### config.mk
export PLATFORM = sky130hd
export DESIGN_NAME = matrix_gen_engine
export DESIGN_NICKNAME = d
export VERILOG_FILES = /design/src/rtl/matrix_gen_engine.sv
export SDC_FILE = /design/constraint.sdc
export NUM_CORES = 1
export LEC_CHECK = 0
export ABC_AREA = 1
export CORE_MARGIN = 5
export CORE_UTILIZATION = 54
export CTS_BUF_LIST = sky130_fd_sc_hd__clkbuf_4 sky130_fd_sc_hd__clkbuf_8
export CTS_CLUSTER_SIZE = 25
export DETAILED_ROUTE_END_ITERATION = 7
export GPL_ROUTABILITY_DRIVEN = 0
export HOLD_SLACK_MARGIN = 0.08
export PLACE_DENSITY = 0.92
export SYNTH_ARGS = -nofsm -noshare
export SYNTH_HDL_FRONTEND = slang
export SYNTH_SLANG_ARGS = --single-unit
### constraint.sdc
create_clock -name clk -period 7.3 [get_ports clk]
set_clock_uncertainty 0.2 [all_clocks]
set_input_delay 1.46 -clock clk [delete_from_list [all_inputs] [get_ports clk]]
set_output_delay 1.46 -clock clk [all_outputs]
set_load 0.05 [all_outputs]
### src/rtl/matrix_gen_engine.sv
// matrix_gen_engine
//   Random-matrix generator. A start pulse latches the job (m x n, matrix
//   count, value ceiling). The job is checked once, then for every matrix the
//   engine requests a base address from the storage allocator and writes m*n
//   pseudo-random elements row-major through a valid/ready write port.
//
// Ports
//   clk, rst            clock, synchronous active-high reset
//   start               one-cycle job start pulse (honoured in IDLE only)
//   dim_m, dim_n        matrix rows / columns
//   count               number of matrices in the job
//   val_max             inclusive upper bound on element values
//   seed_load, seed_in  LFSR seed load (IDLE only; seed 0 maps to 16'hACE1)
//   req_valid/req_m/req_n   address request to the allocator
//   base_addr/addr_ready    allocator grant
//   wr_en/wr_ready/wr_addr/wr_data   element write port
//   mat_idx             index of the matrix being generated
//   busy, done, err     status; done and err are one-cycle pulses
//
// Optional feature
//   MATGEN_TIMEOUT_EN   when defined, REQ gives up after TIMEOUT cycles
//                       without a grant, pulses err and returns to IDLE.
module matrix_gen_engine #(
   parameter int DATA_W  = 32,
   parameter int ADDR_W  = 8,
   parameter int DIM_W   = 3,
   parameter int MAX_DIM = 5,
   parameter int CNT_W   = 3,
   parameter int MAX_CNT = 2,
   parameter int VAL_W   = 4,
   parameter int TIMEOUT = 1000
) (
   input  logic              clk,
   input  logic              rst,
   input  logic              start,
   input  logic [DIM_W-1:0]  dim_m,
   input  logic [DIM_W-1:0]  dim_n,
   input  logic [CNT_W-1:0]  count,
   input  logic [VAL_W-1:0]  val_max,
   input  logic              seed_load,
   input  logic [15:0]       seed_in,
   output logic              req_valid,
   output logic [DIM_W-1:0]  req_m,
   output logic [DIM_W-1:0]  req_n,
   input  logic [ADDR_W-1:0] base_addr,
   input  logic              addr_ready,
   output logic              wr_en,
   input  logic              wr_ready,
   output logic [ADDR_W-1:0] wr_addr,
   output logic [DATA_W-1:0] wr_data,
   output logic [CNT_W-1:0]  mat_idx,
   output logic              busy,
   output logic              done,
   output logic              err
);

   localparam int EW = 2 * DIM_W;                 // holds m*n
   localparam logic [15:0]      SEED_DEF  = 16'hACE1;
   localparam logic [15:0]      LFSR_MASK = 16'hB400;
   localparam logic [DIM_W-1:0] MAX_DIM_L = DIM_W'(MAX_DIM);
   localparam logic [CNT_W-1:0] MAX_CNT_L = CNT_W'(MAX_CNT);

   typedef enum logic [2:0] {S_IDLE, S_CHECK, S_REQ, S_GEN, S_DONE} state_t;

   state_t            state_q, state_d;
   logic [DIM_W-1:0]  m_q, m_d, n_q, n_d;
   logic [CNT_W-1:0]  cnt_q, cnt_d, mat_q, mat_d;
   logic [VAL_W-1:0]  vmax_q, vmax_d;
   logic [ADDR_W-1:0] base_q, base_d;
   logic [EW-1:0]     elem_q, elem_d;
   logic [15:0]       lfsr_q, lfsr_d;
   logic              err_q, err_d;

   logic [EW-1:0]     total;
   logic [VAL_W-1:0]  cand;
   logic              cand_ok, in_gen, wr_fire, lfsr_shift, job_bad;

   assign total   = EW'(m_q) * EW'(n_q);
   assign cand    = lfsr_q[VAL_W-1:0];
   assign cand_ok = (cand <= vmax_q);
   assign in_gen  = (state_q == S_GEN);
   assign wr_fire = in_gen && cand_ok && wr_ready;
   // A stalled accepted candidate must hold; a rejected one is skipped at once.
   assign lfsr_shift = in_gen && (!cand_ok || wr_ready);
   assign job_bad = (m_q == '0) || (n_q == '0) || (m_q > MAX_DIM_L) ||
                    (n_q > MAX_DIM_L) || (cnt_q == '0) || (cnt_q > MAX_CNT_L);

`ifdef MATGEN_TIMEOUT_EN
   localparam int TW = $clog2(TIMEOUT + 1);
   localparam logic [TW-1:0] TMO_LAST = TW'(TIMEOUT - 1);
   logic [TW-1:0] tmo_q, tmo_d;

   // Counts REQ cycles; cleared whenever the engine is elsewhere.
   assign tmo_d = (state_q == S_REQ) ? tmo_q + TW'(1) : '0;

   always_ff @(posedge clk) begin
      if (rst) tmo_q <= '0;
      else     tmo_q <= tmo_d;
   end
`endif

   always_comb begin
      state_d = state_q;
      m_d     = m_q;
      n_d     = n_q;
      cnt_d   = cnt_q;
      vmax_d  = vmax_q;
      base_d  = base_q;
      elem_d  = elem_q;
      mat_d   = mat_q;
      lfsr_d  = lfsr_q;
      err_d   = 1'b0;
      if (lfsr_shift)
         lfsr_d = (lfsr_q >> 1) ^ (lfsr_q[0] ? LFSR_MASK : 16'h0000);
      case (state_q)
         S_IDLE: begin
            if (seed_load) lfsr_d = (seed_in == 16'h0000) ? SEED_DEF : seed_in;
            if (start) begin
               m_d     = dim_m;
               n_d     = dim_n;
               cnt_d   = count;
               vmax_d  = val_max;
               state_d = S_CHECK;
            end
         end
         S_CHECK: begin
            if (job_bad) begin
               err_d   = 1'b1;
               state_d = S_IDLE;
            end else begin
               mat_d   = '0;
               state_d = S_REQ;
            end
         end
         S_REQ: begin
            if (addr_ready) begin
               base_d  = base_addr;
               elem_d  = '0;
               state_d = S_GEN;
            end
`ifdef MATGEN_TIMEOUT_EN
            else if (tmo_q == TMO_LAST) begin
               err_d   = 1'b1;
               state_d = S_IDLE;
            end
`endif
         end
         S_GEN: begin
            if (wr_fire) begin
               if (elem_q == total - EW'(1)) begin
                  if (mat_q == cnt_q - CNT_W'(1)) begin
                     state_d = S_DONE;
                  end else begin
                     mat_d   = mat_q + CNT_W'(1);
                     state_d = S_REQ;
                  end
               end else begin
                  elem_d = elem_q + EW'(1);
               end
            end
         end
         S_DONE:  state_d = S_IDLE;
         default: state_d = S_IDLE;
      endcase
   end

   always_ff @(posedge clk) begin
      if (rst) begin
         state_q <= S_IDLE;
         m_q     <= '0;
         n_q     <= '0;
         cnt_q   <= '0;
         vmax_q  <= '0;
         base_q  <= '0;
         elem_q  <= '0;
         mat_q   <= '0;
         lfsr_q  <= SEED_DEF;
         err_q   <= 1'b0;
      end else begin
         state_q <= state_d;
         m_q     <= m_d;
         n_q     <= n_d;
         cnt_q   <= cnt_d;
         vmax_q  <= vmax_d;
         base_q  <= base_d;
         elem_q  <= elem_d;
         mat_q   <= mat_d;
         lfsr_q  <= lfsr_d;
         err_q   <= err_d;
      end
   end

   assign req_valid = (state_q == S_REQ);
   assign req_m     = m_q;
   assign req_n     = n_q;
   assign wr_en     = in_gen && cand_ok;
   // Address/data are forced to zero outside GEN so the port is quiet at rest.
   assign wr_addr   = in_gen ? base_q + ADDR_W'(elem_q) : '0;
   assign wr_data   = in_gen ? DATA_W'(cand) : '0;
   assign mat_idx   = mat_q;
   assign busy      = (state_q != S_IDLE);
   assign done      = (state_q == S_DONE);
   assign err       = err_q;

endmodule

==> results.yml <==
outcome:
  status: "complete, no violations"
clocking:
  cts_setup_buffers: 0
  cts_buffer_depth: 2
  cts_tree: "yes"
  cts_root_buf: "clkbuf_8"
  clk_latency_ps: 310
  clock-sinks: 50
  cts_max_level: 2
  hold_buffers: 0
  cts_resized: 0
  numCtsBuffers: 5
  clkSlewWorstSetupHoldPaths_ps: 90
critical_path:
  required_ps: 5640
  startpoint_type: "flop"
  crit_slowest_cell: "clkdlybuf4s50_1"
  rrSetupSlack_ps: 3890
  path_cells: "ha_1, fa_1, nand2_1, inv_1, o21ai_0, nand2_1, a21oi_1, o21bai_1, a21oi_1, clkdlybuf4s50_1"
  critPathBufInv: 2
  crit_family: "buffers and inverters"
  critPathKind: "reg2out"
  end_kind: "primary output"
  path_max_fanout: 6
  critical-path-max-stage-delay_ps: 810
  crit_arrival_ps: 2850
logic_synthesis:
  ys_types: 32
  synth_top_area_share_pct: 28.7
  synth_flop_cell: "dfxtp_1"
  synth_seq_cells: 50
  synthArstFlopShare_pct: 0
  netlist_area_um2: 3490
  yosys.area.top_type: "dfxtp_1"
  syn-instance-count: 517
  yosys-top-cells-area: "dfxtp_1 29%, nand2_1 12%, ha_1 8.6%, a21oi_1 7.6%, inv_1 6.7%"
  synth_edf_count: 0
  ys_warn_count: 0
  synth.avg_cell_area_um2: 6.76
  seq_area_frac_synth_pct: 28.7
run:
  cap_violations: 0
drt:
  vias_per_cell: 5.27
  drt-initial-drc-count: 236
  vias: 3423
  drc: 0
  first_pass_iters: 4
  ant_nets: 0
  drt-total-wl_mm: 8.22
  routedWlPerCell_um: 12.6
grt:
  grtUsageTotal_pct: 19.4
  grt_pass1_vias: 3206
  grt_max_degree: 33
  antenna_found_initial: 0
  overflow: 0
  grt_first_pass_wirelength_mm: 13.7
sta:
  setup-tns-final_ps: 0
  finalCritPeriodShare_pct: 61.8
  fmax_mhz: 222
  rsz0062_at_grt: "false"
  worstMarginPinSlew_ps: 1080
  relSlewSlack_pct: 28.0
  final.min_clock_period_ps: 4510
  setup_viol: 0
  maxSlewViolCount: 0
  hold_viol: 0
power_and_ir_drop:
  pwr_density_cell_nw_per_um2: 171
  power.leakage_nw: 1.89
  seqPwrFrac_pct: 42.6
  switching_share_pct: 33.7
  intPower_w: 0.000473
  p_comb_share_pct: 29.4
  ir_drop_mv: 0.0990
  total_power_w: 0.000715
  power.switching_w: 0.000241
  clkPwrFrac_pct: 28.0
finish:
  area_growth_pct: 19.3
  nets: 643
  ff_latch_area_um2: 1000
  final_util_pct: 66.0
  final_cell_mix: "109 x nand2_1, 68 x clkdlybuf4s50_1, 62 x inv_1"
  drive_gt1_share_pct: 5.24
  nFillCells: 558
  multi_input_area_um2: 2020
  layout_commonest_cell: "nand2_1"
  postLayoutCellArea_um2: 4170
  insertedDiodeCount: 0
floorplan:
  io_pins: 97
  start_util_pct: 55.3
  die_w_um: 90.4
  die_y_um: 90.4
  fp-row-count: 29
  core-area_um2: 6310
  die-area_um2: 8180
placed_design:
  placed_area_um2: 4060
  io_buffers: 68
  dp_hpwl_mm: 6.40
worst_hold_path:
  hp-class: "reg2reg"
[synthesized netlist by cell type (6+ instances only)]
library cell,number
dfxtp_1,50
buf_4,30
inv_1,62
a21oi_1,53
clkbuf_1,8
ha_1,24
xnor2_1,8
nand2_1,109
o21ai_0,39
nand3_1,35
inv_2,6
nor2_1,42
[cell type report]
| class | count | area share (%) |
|---|---|---|
| multi-input cells | 380 | 48.5 |
| repair buffers | 68 | 16.3 |
| clock inverters | 1 | 0.721 |
| clock buffers | 6 | 1.98 |
| well taps | 77 | 2.31 |
| inverters | 68 | 6.12 |
| flip-flops and latches | 50 | 24.0 |
[power by group through the flow]
stage | combinational [W] | clock (W) | sequential, W
6_report | 0.000210 | 0.000200 | 0.000304
5_1_grt | 0.000233 | 0.000213 | 0.000307
4_1_cts | 0.000210 | 0.000203 | 0.000304
3_5_place_dp | 0.000210 | 0 | 0.000310
3_3_place_gp | 0.000201 | 0 | 0.000310
2_1_floorplan | 0.000154 | 0 | 0.000320
[metal layers]
layer	part of all wire, %	GRT usage [%]	vias to the layer above
li1	-	-	1723
met1	41	22.8	1561
met2	50	35.3	115
met3	7.3	3.33	24
met4	2.3	6.70	0
met5	0	0	-
[sequential cells by signal, indices dropped and copies added (netlist names)]
| register | count |
|---|---|
| lfsr_q | 16 |
| req_n | 3 |
| req_m | 3 |
| state_q | 3 |
| vmax_q | 4 |
| elem_q | 6 |
| cnt_q | 3 |
| mat_idx | 3 |
| base_q | 8 |
| err | 1 |
[through the flow]
step | cells | setup slack, ps | hold WS [ps]
6_report | 650 | 2790 | 272
5_1_grt | 650 | 2570 | 307
4_1_cts | 650 | 2740 | 273
3_5_place_dp | 643 | 3090 | 261
3_3_place_gp | 643 | 3220 | 252
2_1_floorplan | 544 | 3450 | 235
[logic make-up after synthesis]
logic type / Yosys count / share of synthesized area [%]
AO/OA/AOI/OAI: 102 / 15.2
XOR/XNOR: 10 / 2.51
adder cells (fa/ha/maj): 27 / 10.3
buffers and inverters: 114 / 16.4
flip-flops: 50 / 28.7
other: 1 / 0.107
AND/OR/NAND/NOR: 213 / 26.8
[worst paths after layout]
kind / startpoint / end / depth (start not counted)
setup / recovery: elem_q[0] / wr_addr[6] / 10
hold / removal: vmax_q[0] / vmax_q[0] / 2
setup reg to reg: req_m[0] / elem_q[1] / 17
hold reg to reg: vmax_q[0] / vmax_q[0] / 2
[worst register-to-register path, cell delays in order, from the launching register on]
cell	delay, ps
dfxtp_1	420
nand2_1	80
ha_1	320
fa_1	520
fa_1	590
inv_1	50
nand2_1	60
nand2_1	40
nor2_1	100
nand2_1	90
nor2_2	80
nand4_1	120
nand2_2	150
nand2_2	180
nand2_1	130
nand2_1	60
nand2_1	70
nor2_2	30
(Power assumes the default switching activity.)
